**config.mk**
```make
export PLATFORM = sky130hd
export DESIGN_NAME = dp_tap_ctrl
export DESIGN_NICKNAME = d
export VERILOG_FILES = /design/src/rtl/dp_tap_ctrl.sv
export SDC_FILE = /design/constraint.sdc
export NUM_CORES = 1
export LEC_CHECK = 0
export CORE_MARGIN = 1.5
export CORE_UTILIZATION = 35
export CTS_CLUSTER_DIAMETER = 60
export DETAILED_ROUTE_END_ITERATION = 8
export PLACE_DENSITY_LB_ADDON = 0.1
export SLEW_MARGIN = 0
export SYNTH_ARGS = -nofsm -noshare
export SYNTH_HDL_FRONTEND = slang
export SYNTH_SLANG_ARGS = --single-unit
```
**constraint.sdc**
```tcl
create_clock -name iclk -period 1.5 [get_ports iclk]
set_clock_uncertainty 0.2 [all_clocks]
set_input_delay 0.375 -clock iclk [delete_from_list [all_inputs] [get_ports iclk]]
set_output_delay 0.375 -clock iclk [all_outputs]
set_load 0.01 [all_outputs]
```
**src/rtl/dp_tap_ctrl.sv**
```systemverilog
`default_nettype none
// +----------------------------------------------------------------------------+
// | dp_tap_ctrl: oversampled IEEE 1149.1 TAP controller for the debug port.    |
// | Optional TRST support is enabled by defining DP_TAP_TRST_EN.               |
// | Revision: 1.0                                                              |
// +----------------------------------------------------------------------------+
module dp_tap_ctrl #(
  parameter int SYNC_STAGES = 2
) (
  input  logic       iclk,
  input  logic       iresetn,
  input  logic       tck,
  input  logic       tms,
  input  logic       tdi,
`ifdef DP_TAP_TRST_EN
  input  logic       trstn,
`endif
  output logic       tdo,
  output logic       tdo_oe,
  output logic       sdi,
  input  logic       ir_sdo,
  input  logic       dr_sdo,
  output logic       shift_ir,
  output logic       clk_ir,
  output logic       update_ir,
  output logic       shift_dr,
  output logic       clk_dr,
  output logic       update_dr,
  output logic       tlr,
  output logic       rti,
  output logic [3:0] state
);

  typedef enum logic [3:0] {
    TLR    = 4'hF, RTI    = 4'hC,
    SEL_DR = 4'h7, CAP_DR = 4'h6, SH_DR = 4'h2, EX1_DR = 4'h1,
    PAU_DR = 4'h3, EX2_DR = 4'h0, UPD_DR = 4'h5,
    SEL_IR = 4'h4, CAP_IR = 4'hE, SH_IR = 4'hA, EX1_IR = 4'h9,
    PAU_IR = 4'hB, EX2_IR = 4'h8, UPD_IR = 4'hD
  } tap_state_e;

  logic [SYNC_STAGES-1:0] tck_sync_q, tck_sync_d;
  logic [SYNC_STAGES-1:0] tms_sync_q, tms_sync_d;
  logic [SYNC_STAGES-1:0] tdi_sync_q, tdi_sync_d;
`ifdef DP_TAP_TRST_EN
  logic [SYNC_STAGES-1:0] trstn_sync_q, trstn_sync_d;
  logic                   trstn_s;
`endif
  logic tck_prev_q, tck_prev_d;
  logic tck_s, tms_s, tdi_s, tck_rise, tck_fall;

  tap_state_e state_q, state_d, state_nxt;
  logic clk_ir_q, clk_ir_d, shift_ir_q, shift_ir_d, update_ir_q, update_ir_d;
  logic clk_dr_q, clk_dr_d, shift_dr_q, shift_dr_d, update_dr_q, update_dr_d;
  logic tdo_q, tdo_d, tdo_oe_q, tdo_oe_d, sdi_q, sdi_d;
  logic tlr_q, tlr_d, rti_q, rti_d;

  assign tck_s    = tck_sync_q[SYNC_STAGES-1];
  assign tms_s    = tms_sync_q[SYNC_STAGES-1];
  assign tdi_s    = tdi_sync_q[SYNC_STAGES-1];
  assign tck_rise = tck_s & ~tck_prev_q;
  assign tck_fall = ~tck_s & tck_prev_q;
`ifdef DP_TAP_TRST_EN
  assign trstn_s  = trstn_sync_q[SYNC_STAGES-1];
`endif

  always_comb begin
    tck_sync_d = {tck_sync_q[SYNC_STAGES-2:0], tck};
    tms_sync_d = {tms_sync_q[SYNC_STAGES-2:0], tms};
    tdi_sync_d = {tdi_sync_q[SYNC_STAGES-2:0], tdi};
`ifdef DP_TAP_TRST_EN
    trstn_sync_d = {trstn_sync_q[SYNC_STAGES-2:0], trstn};
`endif
    tck_prev_d = tck_s;
  end

  // IEEE 1149.1 state graph, evaluated against the synchronized TMS
  always_comb begin
    state_nxt = state_q;
    case (state_q)
      TLR:     state_nxt = tms_s ? TLR    : RTI;
      RTI:     state_nxt = tms_s ? SEL_DR : RTI;
      SEL_DR:  state_nxt = tms_s ? SEL_IR : CAP_DR;
      CAP_DR:  state_nxt = tms_s ? EX1_DR : SH_DR;
      SH_DR:   state_nxt = tms_s ? EX1_DR : SH_DR;
      EX1_DR:  state_nxt = tms_s ? UPD_DR : PAU_DR;
      PAU_DR:  state_nxt = tms_s ? EX2_DR : PAU_DR;
      EX2_DR:  state_nxt = tms_s ? UPD_DR : SH_DR;
      UPD_DR:  state_nxt = tms_s ? SEL_DR : RTI;
      SEL_IR:  state_nxt = tms_s ? TLR    : CAP_IR;
      CAP_IR:  state_nxt = tms_s ? EX1_IR : SH_IR;
      SH_IR:   state_nxt = tms_s ? EX1_IR : SH_IR;
      EX1_IR:  state_nxt = tms_s ? UPD_IR : PAU_IR;
      PAU_IR:  state_nxt = tms_s ? EX2_IR : PAU_IR;
      EX2_IR:  state_nxt = tms_s ? UPD_IR : SH_IR;
      UPD_IR:  state_nxt = tms_s ? SEL_DR : RTI;
      default: state_nxt = TLR;
    endcase
  end

  always_comb begin
    state_d     = state_q;
    clk_ir_d    = 1'b0;
    clk_dr_d    = 1'b0;
    update_ir_d = 1'b0;
    update_dr_d = 1'b0;
    shift_ir_d  = shift_ir_q;
    shift_dr_d  = shift_dr_q;
    tdo_d       = tdo_q;
    tdo_oe_d    = tdo_oe_q;
    sdi_d       = sdi_q;

    // Strobes on the rise are decoded from the state being left
    if (tck_rise) begin
      state_d    = state_nxt;
      clk_ir_d   = (state_q == CAP_IR) || (state_q == SH_IR);
      shift_ir_d = (state_q == SH_IR);
      clk_dr_d   = (state_q == CAP_DR) || (state_q == SH_DR);
      shift_dr_d = (state_q == SH_DR);
      sdi_d      = tdi_s;
    end

    if (tck_fall) begin
      update_ir_d = (state_q == UPD_IR);
      update_dr_d = (state_q == UPD_DR);
      tdo_oe_d    = (state_q == SH_IR) || (state_q == SH_DR);
      if (state_q == SH_IR)      tdo_d = ir_sdo;
      else if (state_q == SH_DR) tdo_d = dr_sdo;
    end

`ifdef DP_TAP_TRST_EN
    if (!trstn_s) begin
      state_d     = TLR;
      clk_ir_d    = 1'b0;
      clk_dr_d    = 1'b0;
      shift_ir_d  = 1'b0;
      shift_dr_d  = 1'b0;
      update_ir_d = 1'b0;
      update_dr_d = 1'b0;
      tdo_oe_d    = 1'b0;
    end
`endif

    tlr_d = (state_d == TLR);
    rti_d = (state_d == RTI);
  end

  always_ff @(posedge iclk or negedge iresetn) begin
    if (!iresetn) begin
      tck_sync_q   <= '0;
      tms_sync_q   <= '1;
      tdi_sync_q   <= '0;
`ifdef DP_TAP_TRST_EN
      trstn_sync_q <= '0;
`endif
      tck_prev_q   <= 1'b0;
      state_q      <= TLR;
      clk_ir_q     <= 1'b0;
      shift_ir_q   <= 1'b0;
      update_ir_q  <= 1'b0;
      clk_dr_q     <= 1'b0;
      shift_dr_q   <= 1'b0;
      update_dr_q  <= 1'b0;
      tdo_q        <= 1'b0;
      tdo_oe_q     <= 1'b0;
      sdi_q        <= 1'b0;
      tlr_q        <= 1'b1;
      rti_q        <= 1'b0;
    end else begin
      tck_sync_q   <= tck_sync_d;
      tms_sync_q   <= tms_sync_d;
      tdi_sync_q   <= tdi_sync_d;
`ifdef DP_TAP_TRST_EN
      trstn_sync_q <= trstn_sync_d;
`endif
      tck_prev_q   <= tck_prev_d;
      state_q      <= state_d;
      clk_ir_q     <= clk_ir_d;
      shift_ir_q   <= shift_ir_d;
      update_ir_q  <= update_ir_d;
      clk_dr_q     <= clk_dr_d;
      shift_dr_q   <= shift_dr_d;
      update_dr_q  <= update_dr_d;
      tdo_q        <= tdo_d;
      tdo_oe_q     <= tdo_oe_d;
      sdi_q        <= sdi_d;
      tlr_q        <= tlr_d;
      rti_q        <= rti_d;
    end
  end

  assign state     = state_q;
  assign tlr       = tlr_q;
  assign rti       = rti_q;
  assign clk_ir    = clk_ir_q;
  assign shift_ir  = shift_ir_q;
  assign update_ir = update_ir_q;
  assign clk_dr    = clk_dr_q;
  assign shift_dr  = shift_dr_q;
  assign update_dr = update_dr_q;
  assign tdo       = tdo_q;
  assign tdo_oe    = tdo_oe_q;
  assign sdi       = sdi_q;

endmodule
`default_nettype wire

```
### Yosys cells after proc, flatten, opt, wreduce, memory -nomap -nowiden

Index checks and enable logic that the tools add are counted.

* bits in registers: 22
* input port bits: 7
* output and inout port bits: 15
* logic and storage cells: 66

* equality and inequality tests: 17
* mux-type cells: 20
* bitwise gates (word level): 4
* reduce and logical (&&, ||, !) cells: 9

Operators with widths (number)
* 4-bit case mux with 12 select lines: 1
* 4-bit == test, second input constant: 10
* 4-bit by 3-bit == test with 1-bit output, second input constant: 4
* 2-bit two-way mux: 6
* 3-bit two-way mux: 4
* 4-bit by 2-bit == test with 1-bit output, second input constant: 2
* 4-bit two-way mux: 2
* 1-bit two-way mux: 7
* 4-bit by 1-bit == test with 1-bit output, second input constant: 1
* 4-bit logical NOT: 1
* 2-bit OR reduction: 2
* 1-bit logical OR: 3
* 3-bit OR reduction: 1
* 1-bit bitwise AND: 2
* 1-bit NOT: 2
* 2-bit AND reduction: 1
* 2-bit nonzero test: 1

### Longest topological paths before layout

* depth in word-level cells: 5
* gate-level depth with buffers: 4
* gate-level depth less buffers: 3

### Least setup slack after synthesis

OpenSTA, ideal clock, no wires.

* kind: register to register
* from: register state_q[1] (netlist: state[1])
* to: register state_q[0] (netlist: state[0])
* library setup time: 0.082 ns
* data arrival time: 1.147 ns
* required time: 1.218 ns
* slack: 0.071 ns
* cell stages (with the launch flop): 5
* buffers on the path: 1
* clock period less this slack: 1.429 ns
* cell sequence: dfstp_2 buf_6 a21bo_1 a211oi_2 a21oi_1

* cells in the longest elaborated chain, start to end: 4
* elaborated cells on any way between the ends: 21
* classes of those cells: eq/ne: 15; mux: 2; reduce/logical: 4

RTL lines
* start: declaration: line 52 `tap_state_e state_q, state_d, state_nxt;`
* start signal: assignment: line 177 `state_q <= state_d;`
* 4-bit == test, or another cell as far along: line 80 `case (state_q)`
* 3-bit OR reduction (no source line) or 2-bit OR reduction (tied branches)
* 4-bit case mux with 12 select lines (*): line 80
* 4-bit two-way mux (*): line 114 `if (tck_rise) begin`
* via state_d[0]: line 52

The timed path passes the listed nets; every way through them passes the cells marked *.
A chain may end at the register's enable or synchronous reset.

### Final worst setup path

* from: register state_q[2] (netlist: state[2])
* to: output state[2]

RTL lines
* end: declaration: line 31 `output logic [3:0] state`

No word-level cell between the ends.

==> results.toml <==
[grt]
grt_use_total_pct = 14.6
gr-total-overflow = 0
grt_antenna_before_repair = 0
grt_pass1_wl_mm = 3.06
grt_max_degree = 23
grt_pass1_vias = 664

[synth]
synth_fa_ha_area_share_pct = 0
ys_ff_latch = 22
synthMuxAreaShare_pct = 2.26
synth_top_cells_by_area = "dfrtp_1 (40%), dfstp_2 (20%), a21oi_1 (3.2%)"
synth_top_family_by_area = "simple AND/OR/NAND/NOR gates"
ys_top_cells_by_count = "dfrtp_1 (15), nand2_1 (8), dfstp_2 (7), a21oi_1 (6), buf_2 (6)"
synth.avg_cell_area_um2 = 11.6
yosysMostFrequentCell = "dfrtp_1"
synth_ff_type = "dfrtp_1"
synth_simple_gate_area_share_pct = 19.3
synth_compound_area_share_pct = 14.7
synth_nets = 88
netlist_instances = 81
synth_top_area_share_pct = 39.8
syn_area_um2 = 942
synth_top_area_cell = "dfrtp_1"
yosysUniqueCellTypes = 33
synthArstFlopShare_pct = 100
synth-warning-count = 0
ys_seq_area_share_pct = 59.4
synth_edf_count = 0
synth_xor_area_share_pct = 0

[timing]
fin_crit_sh_pct = 102
rsz0062_at_grt = "yes"
fin_ws_ps = -35.5
final.setup.tns_ps = -121
worstMarginPinSlew_ps = 339
relSlewSlack_pct = 77.4
fmax_ghz = 0.651
hold_viol_final = 0
finalSetupViolCount = 6
drv_slew = 0
min_period_ps = 1540

[finish]
area_growth_pct = 29.3
nNetsFinal = 114
stdcell_count = 136
antenna_cells = 0
fillCellCount = 258
final_cell_area_um2 = 1220
drive_above_1_share_pct = 36.8

[setup_path]
r2r_start = "state[3]"
crit_chain = "buf_6"
cp_top_family = "flip-flops"
crit_fanout = 2
rr_endpoint = "state[1]"
crit_buf_inv = 1
crit_arrival_ps = 960
crit_path_end_kind = "output port"
cp-endpoint = "state[2]"
crit_cells = 1
cp_slowest_stage_delay_ps = 560
startpoint_type = "register"
slowest_stage = "dfstp_2"
critical_path_class = "reg -> out"
rr_worst_depth = 4
reg2reg_slack_ps = -10
crit_start = "state[2]"
crit_required_ps = 920

[min_path]
hp-class = "reg -> reg"

[route]
drt_pass1_iterations = 4
vias = 684
route.detailed.drc = 0
first_iter_violations = 9
vias_per_cell = 5.03
wl_mm = 1.73
wire_per_inst_um = 12.8
ant_nets = 0

[floorplanning]
core-area_um2 = 2520
die-area_um2 = 3010
die_x_um = 54.9
num_rows = 18
ios = 22
start_util_pct = 37.4
fp.dieH_um = 54.9

[placement]
dpl.hpwl_mm = 1.19
pre_cts_ws_ps = -105
io_buffers = 21
postPlaceCellArea_um2 = 1210
gp_congestion = 0.771
dp_cells = 131

[outcome]
violations = "negative setup slack"
status = "complete, but fails checks"

[clocking]
numCtsBuffers = 3
root_buffer = "clkbuf_4"
cts.clk_slew.worst_paths_ps = 110
cts.sinks = 22
clk_latency_ps = 300
cts_buffer_depth = 2
cts.htree.levels = 1
tritoncts = "yes"

[power]
leakage_nw = 0.563
ir_drop_mv = 1.09
powerDensity_nw_per_um2 = 1650

[run]
cap_violations = 0
[cell usage in the layout (no fill, tap or decap), types with 2 or more instances in the layout]
cell type	n
dfrtp_1	15
nand2_1	8
buf_6	7
dfstp_2	7
a21oi_1	6
clkdlybuf4s50_1	6
buf_2	5
clkbuf_2	5
o21ai_0	4
nor2_1	4
buf_4	4
clkbuf_4	3
nor2b_1	2
nand2b_1	2
nor3b_2	2
a31oi_1	2
nand3_1	2
[cell type report]
cell class,count,area (um2),area share (%)
repair buffers,28,239,19.6
flip-flops and latches,22,559,45.9
well taps,30,37.5,3.08
clock buffers,4,36.3,2.98
multi-input cells,52,347,28.4
[report_power, final]
group          switching (mW)  internal [mW]
logic                   0.425          0.440
registers              0.0708          0.763
clock network           0.167          0.148
total                   0.662           1.35
[logic make-up (layout without fill, tap and decap cells)]
| group | after synthesis | after routing |
|---|---|---|
| compound gates | 21 | 21 |
| buf+inv | 7 | 32 |
| flops | 22 | 22 |
| mux | 2 | 2 |
| simple gates | 29 | 29 |
[stage by stage]
stage	utilization [%]	power, mW	hold WS (ps)
detailed placement	47.8	1.70	145
finish	48.3	2.01	164
CTS	48.5	2.01	165
floorplan	-	1.34	-121
global placement	47.8	1.70	134
global route	48.3	2.18	170
[worst min path at each step]
stage | slack (ps) | cells past startpoint | startpoint | end
after floorplan | -120 | 0 | iresetn | clk_dr
after global placement | 130 | 0 | tdi_sync_q[0] | tdi_sync_q[1]
after detailed placement | 150 | 0 | tdi_sync_q[0] | tdi_sync_q[1]
after CTS | 170 | 0 | tms_sync_q[0] | tms_sync_q[1]
after global routing | 170 | 0 | tms_sync_q[0] | tms_sync_q[1]
final | 160 | 0 | tms_sync_q[0] | tms_sync_q[1]
[metal layers]
metal	track usage (%)	wire length, um	part of all wire (%)	up-vias
met5	0	0	0	-
met4	7.50	15	0.87	0
met3	3.28	95	5.5	2
met2	24.2	853	49	19
met1	17.6	769	44	328
li1	-	-	-	335
[registers in the layout (all words and copies together), names as in the netlist]
register / flops
tms_sync_q: 2
clk_ir: 1
tck_prev_q: 1
sdi: 1
rti: 1
tdo_oe: 1
tlr: 1
clk_dr: 1
tck_sync_q: 2
tdo: 1
state: 4
update_dr: 1
update_ir: 1
shift_dr: 1
shift_ir: 1
tdi_sync_q: 2
[repair_timing]
item,CTS,global route
endpoints found under the setup margin,17,18
hold buffers,0,0
endpoints found under the hold margin,0,0
pin swaps,0,3
gates resized for setup,55,8
setup buffers,0,1
Power figures use the tool's default switching activity.
